==> src/rtl/branch_fetch_ctrl.sv <==
// rtl/branch_fetch_ctrl.sv - fetch PC sequencer with direct-mapped branch predictor and mispredict redirect
//
// Ports:
//   clk, reset          single clock, synchronous active-high reset
//   stall               hazard hold request, freezes pc (a mispredict overrides it)
//   ex_valid            EX stage holds a real instruction
//   ex_is_branch        EX instruction is a conditional branch
//   ex_is_jump          EX instruction is jal/jalr
//   ex_pc               PC of the EX instruction
//   ex_taken            resolved direction from the branch unit
//   ex_target           resolved target from the branch unit (only [PC_W-1:2] used)
//   ex_pred_taken       direction predicted at fetch, carried to EX
//   ex_pred_target      target predicted at fetch, carried to EX
//   pc                  current fetch PC
//   pred_taken          prediction for the current pc
//   pred_target         predicted target for the current pc
//   flush               kill IF/ID and ID/EX this cycle (combinational)
//   mispredict_cnt      number of flush cycles since reset, wraps at 2^16

module branch_fetch_ctrl #(
    parameter int PC_W  = 9,
    parameter int IDX_W = 3
) (
    input  logic            clk,
    input  logic            reset,
    input  logic            stall,
    input  logic            ex_valid,
    input  logic            ex_is_branch,
    input  logic            ex_is_jump,
    input  logic [PC_W-1:0] ex_pc,
    input  logic            ex_taken,
    input  logic [31:0]     ex_target,
    input  logic            ex_pred_taken,
    input  logic [PC_W-1:0] ex_pred_target,
    output logic [PC_W-1:0] pc,
    output logic            pred_taken,
    output logic [PC_W-1:0] pred_target,
    output logic            flush,
    output logic [15:0]     mispredict_cnt
);

    localparam int              ENTRIES = 1 << IDX_W;
    localparam logic [PC_W-1:0] PC_STEP = PC_W'(4);

    // Untagged predictor table: aliasing is tolerated and repaired by the
    // mispredict path.
    logic [1:0]      ctr [ENTRIES];
    logic [PC_W-1:0] tgt [ENTRIES];
    logic [ENTRIES-1:0] v;

    logic [IDX_W-1:0] rd_idx;
    logic [IDX_W-1:0] wr_idx;

    logic            resolve;
    logic [PC_W-1:0] act_tgt;
    logic            dir_miss;
    logic            tgt_miss;
    logic            alias_miss;
    logic            mispredict;
    logic [PC_W-1:0] redirect_pc;
    logic [PC_W-1:0] pc_next;

    // Bits of the branch-unit target that cannot address the fetch space.
    logic unused_target_bits;
    assign unused_target_bits = ^{ex_target[31:PC_W], ex_target[1:0]};

    assign rd_idx = pc[IDX_W+1:2];
    assign wr_idx = ex_pc[IDX_W+1:2];

    // Prediction reads the registered table only; an update on this edge
    // is seen one cycle later (no bypass).
    always_comb begin
        pred_taken  = v[rd_idx] && (ctr[rd_idx] >= 2'd2);
        pred_target = tgt[rd_idx];
    end

    always_comb begin
        resolve     = ex_valid && (ex_is_branch || ex_is_jump);
        act_tgt     = {ex_target[PC_W-1:2], 2'b00};
        dir_miss    = resolve && (ex_taken != ex_pred_taken);
        tgt_miss    = resolve && ex_taken && ex_pred_taken && (act_tgt != ex_pred_target);
        // A non-control-flow instruction that aliased onto a taken entry.
        alias_miss  = ex_valid && !resolve && ex_pred_taken;
        mispredict  = dir_miss || tgt_miss || alias_miss;
        redirect_pc = (resolve && ex_taken) ? act_tgt : (ex_pc + PC_STEP);
        flush       = mispredict;
    end

    // Mispredict beats stall: the stalled younger instructions are being
    // flushed anyway, so there is nothing left to hold.
    always_comb begin
        pc_next = pc + PC_STEP;
        if (mispredict) begin
            pc_next = redirect_pc;
        end else if (stall) begin
            pc_next = pc;
        end else if (pred_taken) begin
            pc_next = pred_target;
        end
    end

    always_ff @(posedge clk) begin
        if (reset) begin
            pc             <= '0;
            mispredict_cnt <= '0;
        end else begin
            pc <= pc_next;
            if (mispredict) begin
                mispredict_cnt <= mispredict_cnt + 16'd1;
            end
        end
    end

    // Training happens on every resolving instruction, stalled or not.
    always_ff @(posedge clk) begin
        if (reset) begin
            for (int k = 0; k < ENTRIES; k++) begin
                ctr[k] <= 2'b01;
                tgt[k] <= '0;
            end
            v <= '0;
        end else if (resolve) begin
            if (ex_taken) begin
                if (ctr[wr_idx] != 2'b11) begin
                    ctr[wr_idx] <= ctr[wr_idx] + 2'd1;
                end
                tgt[wr_idx] <= act_tgt;
                v[wr_idx]   <= 1'b1;
            end else if (ctr[wr_idx] != 2'b00) begin
                ctr[wr_idx] <= ctr[wr_idx] - 2'd1;
            end
        end
    end

endmodule

==> config.mk <==
export PLATFORM = sky130hd
export DESIGN_NAME = branch_fetch_ctrl
export DESIGN_NICKNAME = d
export VERILOG_FILES = /design/src/rtl/branch_fetch_ctrl.sv
export SDC_FILE = /design/constraint.sdc
export NUM_CORES = 1
export LEC_CHECK = 0
export ABC_AREA = 1
export CORE_ASPECT_RATIO = 0.7
export CORE_MARGIN = 1
export CORE_UTILIZATION = 25
export DETAILED_ROUTE_END_ITERATION = 6
export GPL_TIMING_DRIVEN = 0
export MAX_ROUTING_LAYER = met4
export SYNTH_ARGS = -nofsm -noshare
export SYNTH_HDL_FRONTEND = slang
export SYNTH_SLANG_ARGS = --single-unit
export TNS_END_PERCENT = 5
==> constraint.sdc <==
create_clock -name clk -period 2.6 [get_ports clk]
set_input_delay 0.52 -clock clk [delete_from_list [all_inputs] [get_ports clk]]
set_output_delay 0.52 -clock clk [all_outputs]
set_load 0.05 [all_outputs]
After elaboration in Yosys (flattened, before gate mapping) --
Memory sizes are Yosys's and may differ from the RTL's. A register that Yosys moved wholly into a read port is not among the register bits. Index checks and enable logic that the tools add are counted.
Storage, ports and cells: input bits 58, output and inout bits 36, register bits after elaboration 33, RAM bits 72, logic and storage cells 72, memories kept 2
Cells by class: add/sub/neg operators 5, mux-type cells 35, reductions and logical operators 17, eq/ne operators 4, bitwise gates (word level) 2, order comparisons 4
Memories:
- tgt | words 8, bits a word 7, read ports 1, clocked after memory_dff 1, wr ports 8, line 48 | logic [PC_W-1:0] tgt [ENTRIES];
- ctr | words 8, bits a word 2, read ports 2, clocked after memory_dff 1, wr ports 8, line 47 | logic [1:0] ctr [ENTRIES];
Operators with widths (number):
- 9-bit two-way mux | 4
- 1-bit two-way mux | 20
- 9-bit by 3-bit adder with 9-bit output, second input constant | 2
- 3-bit two-way mux | 6
- 16-bit by 1-bit adder with 16-bit output, second input constant | 1
- 1-bit logical AND | 9
- 9-bit inequality test | 1
- 3-bit by 4-bit < comparator with 1-bit output, second input constant | 2
- 8-bit bitwise OR | 1
- 7-bit two-way mux | 1
- 7-bit OR reduction | 1
- 2-bit two-way mux | 2
- 1-bit binary-select mux with 3-bit select | 1
- 1-bit demux with 3-bit select | 1
- 3-bit by 1-bit greater-or-equal comparator with 1-bit output, second input constant | 1
- 1-bit logical OR | 3
- 2-bit by 1-bit adder with 2-bit output, second input constant | 1
- 2-bit greater-or-equal comparator, second input constant | 1
- 2-bit by 1-bit inequality test with 1-bit output, second input constant | 1
- 2-bit inequality test, second input constant | 1
- 2-bit AND reduction | 1
- 2-bit nonzero test | 1
- 2-bit OR reduction | 1
- 2-bit by 1-bit subtractor with 2-bit output, second input constant | 1
- other kinds (3) | 3

Depth between registers and ports, before layout --
Gate-level depths: netlist (run 1).
depth in word-level cells 10, gate-level depth with buffers 14

Least setup slack after synthesis (run 1) --
OpenSTA, ideal clock, no wires.
kind register to output, from reg pc[2], to out pred_taken, cell stages (with the launch flop) 8, setup slack 0.413 ns, arrival 1.667 ns, required time 2.080 ns, cells stage by stage dfxtp_1 > inv_1 > nand2_1 > nand3_1 > nand3_1 > nand2_1 > nand2_2 > inv_1
On the way: cells in the longest elaborated chain, start to end 3
RTL lines:
- start: declaration | line 35 | output logic [PC_W-1:0] pc,
- start signal: assignment | line 107 | pc <= pc_next;
- 1-bit binary-select mux with 3-bit select | line 73 | pred_taken = v[rd_idx] && (ctr[rd_idx] >= 2'd2);
- 1-bit two-way mux (implied by the code) | line 73
- 1-bit logical AND | line 73
- end: declaration | line 36 | output logic pred_taken,
Every way passes these cells. The select of a mux whose other input is x is not followed.

==> run_results.csv, run 1 <==
group,metric,value,unit
critical_path,cp_slowest_stage_delay,350,ps
cts,clock_path_buffers,2,
die,start_util,25.8,%
grt,grt_first_pass_wirelength,26.7,mm
power,p_switching,1390,uW
critical_path,worst_r2r_endpoint,"pc[1]",
die,coreArea,22000,um^2
critical_path,critPathMostFrequentCell,"buf_4",
logic_synthesis,synth.avg_cell_area,7.66,um^2
critical_path,r2r_slack,630,ps
placed_design,io_buffers,65,
timing,finClkSkew,8.92,ps
detailed_routing,viasPerCell,4.56,
placed_design,gp_congestion,0.861,
logic_synthesis,synth_top_family_by_area,"simple AND/OR/NAND/NOR gates",
logic_synthesis,synth_area,5690,um^2
logic_synthesis,yosys-top-cells-area,"edfxtp_1 (38%), nand2_1 (16%), dfxtp_1 (13%), nor2_1 (7.7%), nand3_1 (4.8%)",
power,p_sw_share,31.2,%
detailed_routing,drc,0,
finish,drive_gt1_share,11.3,%
critical_path,crit_fanout,10,
timing,period_needed,2510,ps
power,p_leak,0.00306,uW
cts,cts.reportedPaths.clkPinSlew,80,ps
power,power_frac_comb,22.2,%
critical_path,crit_buf_inv,4,
logic_synthesis,synthSimpleGateAreaFrac,31.9,%
timing,hold_viol_final,0,
timing,rsz0062_at_grt,"yes",
finish,num-nets-final,887,
finish,n_antenna_cell,0,
logic_synthesis,synth-xor-area-share,2.46,%
critical_path,critPathTopFamily,"buffers and inverters",
logic_synthesis,netlist_instances,743,
critical_path,path_depth,8,
power,fin_total_pwr,4460,uW
timing,fmax,0.398,GHz
hold_path,hold_path_class,"flip-flop to flip-flop",
grt,grtUsageTotal,15.5,%
detailed_routing,drt_wl_total,17.3,mm
critical_path,critical-path-slowest-cell,"dfxtp_2",
placed_design,placement.cell_area,6730,um^2
power,p_int,3070,uW
finish,regArea,2890,um^2
cts,cts_root_buf,"clkbuf_16",
logic_synthesis,synthMuxAreaShare,0,%
finish,stdcell_area,7210,um^2
detailed_routing,num_vias,5175,
logic_synthesis,yosysTopAreaCell,"edfxtp_1",
job,maxCapViolations,0,
cts,cts_hold_buf,0,
die,die_h,128,um
detailed_routing,ant_nets,0,
grt,grt_max_degree,19,
power,p_seq_share,43.9,%
grt,antenna_found_initial,0,
timing,tns,0,ps
die,rows,45,
finish,fillers,2331,
timing,setup_violations,0,
logic_synthesis,synth_adder_area_share,0.660,%
logic_synthesis,synth_compound_area_share,6.79,%
power,p_clk_share,33.9,%
placed_design,place_hpwl,12.9,mm
logic_synthesis,synth-seq-cells,108,
finish,area_growth_syn_to_layout,26.7,%
finish,multi_input_area,2450,um^2
grt,overflow,0,
timing,max_slew_margin,53.8,%
timing,fin_crit_sh,96.7,%
grt,first_global_vias,4631,
logic_synthesis,ys_types,34,
power,pwr_density_cell,619,nW/um^2
logic_synthesis,synth_top_area_share,38.0,%
detailed_routing,drt_iter0_markers,498,
detailed_routing,post_drt_wl_per_cell,15.3,um
logic_synthesis,yosysWarnings,0,
critical_path,crit_arrival,1990,ps
timing,timing.hold.ws,460,ps
cts,cts_tree,"yes",
die,die_w,182,um
detailed_routing,drt_pass1_iterations,5,
critical_path,crit_chain,"inv_1 -> buf_4 -> buf_4 -> nor2_1 -> o21ai_0 -> nand2_1 -> nand2_1 -> buf_4",
timing,worst_pin_slew,693,ps
logic_synthesis,synth-seq-area-share,50.7,%
critical_path,crit_end,"pred_target[4]",
cts,clock_latency,350,ps
finish,post-route-util,32.8,%
cts,h-tree-depth,3,
hold_path,min_from,"v[1]",
critical_path,r2r_cells,8,
die,io-pin-count,94,
critical_path,cp-start-kind,"flip-flop",
critical_path,crit_required,2080,ps
critical_path,worstSetupEndpointType,"output pin",
power,vdd_ir_drop_max,0.312,mV
die,die_area,23400,um^2
cts,cts_buffers,9,
timing,slew_violations,0,
outcome,status,"finished, final reports clean",
critical_path,crit_type,"flip-flop to output pin",
cts,clkSinkCount,108,
## logic make-up (layout without fill, tap and decap cells)
logic type                 Yosys count  after routing
and+or+nand+nor                    441            441
DFF                                108            108
AOI/OAI and AO/OA                   74             74
buffers and inverters              100            187
adders and majority gates            3              3
other                                1              2
xor gates and xnor gates            16             16
## synth_stat cells
| library cell | instances |
|---|---|
| nand2_1 | 235 |
| nor2_1 | 117 |
| edfxtp_1 | 72 |
| inv_1 | 60 |
| nand3_1 | 55 |
| o21ai_0 | 42 |
| dfxtp_1 | 36 |
| a21oi_1 | 23 |
| buf_2 | 11 |
| nor3_1 | 11 |
| xor2_1 | 9 |
| clkbuf_1 | 8 |
| inv_2 | 8 |
| xnor2_1 | 7 |
| buf_4 | 5 |
| clkinv_1 | 5 |
| nand2_2 | 5 |
| nand4_1 | 5 |
| o22ai_1 | 4 |
| ha_1 | 3 |
| a31oi_1 | 2 |
| and3_1 | 2 |
| buf_6 | 2 |
| nand2_4 | 2 |
| nand3_2 | 2 |
| nor3b_1 | 2 |
| o211ai_1 | 2 |
| or2_2 | 2 |
| buf_1 | 1 |
| conb_1 | 1 |
| nand3b_1 | 1 |
| nor2_2 | 1 |
| nor4_1 | 1 |
| o21ai_2 | 1 |
## how the worst min path moves through the flow
stage / cells past startpoint / slack [ps] / to
3_3_place_gp: 2 / 440 / v[3]
6_report: 2 / 460 / v[1]
2_1_floorplan: 2 / 430 / v[1]
3_5_place_dp: 2 / 450 / v[2]
4_1_cts: 2 / 460 / v[3]
5_1_grt: 2 / 480 / v[1]
## state kept, by name (all words and copies together) (netlist names), named ones only
| signal | flops |
|---|---|
| v | 8 |
| pc | 9 |
| ctr | 16 |
| tgt | 56 |
| mispredict_cnt | 16 |
## per-stage QoR
| stage | setup WS [ps] | cells |
|---|---|---|
| 6_report | 86.5 | 1136 |
| 5_1_grt | -77.3 | 1136 |
| 4_1_cts | -47.4 | 1132 |
| 3_5_place_dp | -1270 | 1114 |
| 3_3_place_gp | -1260 | 1114 |
| 2_1_floorplan | 413 | 744 |
## tightest hold or removal path, stage by stage (launching register included)
cell	delay (ps)
dfxtp_1	320
nand2_1	60
nand2_1	40
## cell type report
type | count | area share, %
buffer | 27 | 2.48
clock buffer | 9 | 3.12
inverter | 73 | 4.01
sequential | 108 | 40.0
timing repair buffer | 71 | 9.72
clock inverter | 7 | 1.34
multi-input combinational | 536 | 34.0
tap | 305 | 5.29
## cell usage in the layout (no fill, tap or decap), drive strengths merged
master         count
ha                 3
xor2               9
nor4               1
o21ai             43
edfxtp            72
clkdlybuf4s50     48
buf               28
dfxtp             36
nor3b              2
a31oi              2
clkinv             7
nor2             118
and3               2
clkbuf            23
bufinv             2
dlygate4sd2        1
nand3             57
dlymetal6s2s       7
nand4              5
inv               70
nand2            242
conb               2
o22ai              4
or2                2
o211ai             2
xnor2              7
nor3              11
clkinvlp           1
a21oi             23
nand3b             1
## per-layer routing
layer	global-route usage (%)	vias up	share of wire [%]
met4	2.47	0	0.59
met1	24.3	2442	53
met2	20.6	165	40
li1	-	2560	-
met5	-	-	0
met3	2.64	8	6.8
## power groups by stage
stage	Combinational, uW	Sequential, uW	Clock (uW)
after CTS	956	1960	1530
final	991	1960	1510
after detailed placement	957	2000	0
after global placement	951	1990	0
after floorplan	552	2040	0
after global routing	1080	1970	1590
## what timing repair did
| item | in CTS | in global routing |
|---|---|---|
| endpoints found under the setup margin | 65 | 53 |
| pin swaps | 1 | 2 |
| buffers inserted | 2 | 4 |
| resized for setup | 76 | 34 |
Note: power is estimated with default switching activity, not from simulation.
==> run 2, diff against run 1 <==
--- a/config.mk
+++ b/config.mk
@@ -9,9 +9,11 @@
 export CORE_ASPECT_RATIO = 0.7
 export CORE_MARGIN = 1
 export CORE_UTILIZATION = 25
+export CTS_CLUSTER_SIZE = 24
 export DETAILED_ROUTE_END_ITERATION = 6
 export GPL_TIMING_DRIVEN = 0
 export MAX_ROUTING_LAYER = met4
+export SLEW_MARGIN = 5
 export SYNTH_ARGS = -nofsm -noshare
 export SYNTH_HDL_FRONTEND = slang
 export SYNTH_SLANG_ARGS = --single-unit
==> results of run 2 <==
No change in the layout: final DEF, timing and power equal those of run 1.
==> run 3, diff against run 2 <==
--- a/config.mk
+++ b/config.mk
@@ -7,9 +7,7 @@
 export LEC_CHECK = 0
 export ABC_AREA = 1
 export CORE_ASPECT_RATIO = 0.7
-export CORE_MARGIN = 1
 export CORE_UTILIZATION = 25
-export CTS_CLUSTER_SIZE = 24
 export DETAILED_ROUTE_END_ITERATION = 6
 export GPL_TIMING_DRIVEN = 0
 export MAX_ROUTING_LAYER = met4
==> results of run 3 <==
No change in the layout: final DEF, timing and power equal those of run 1.
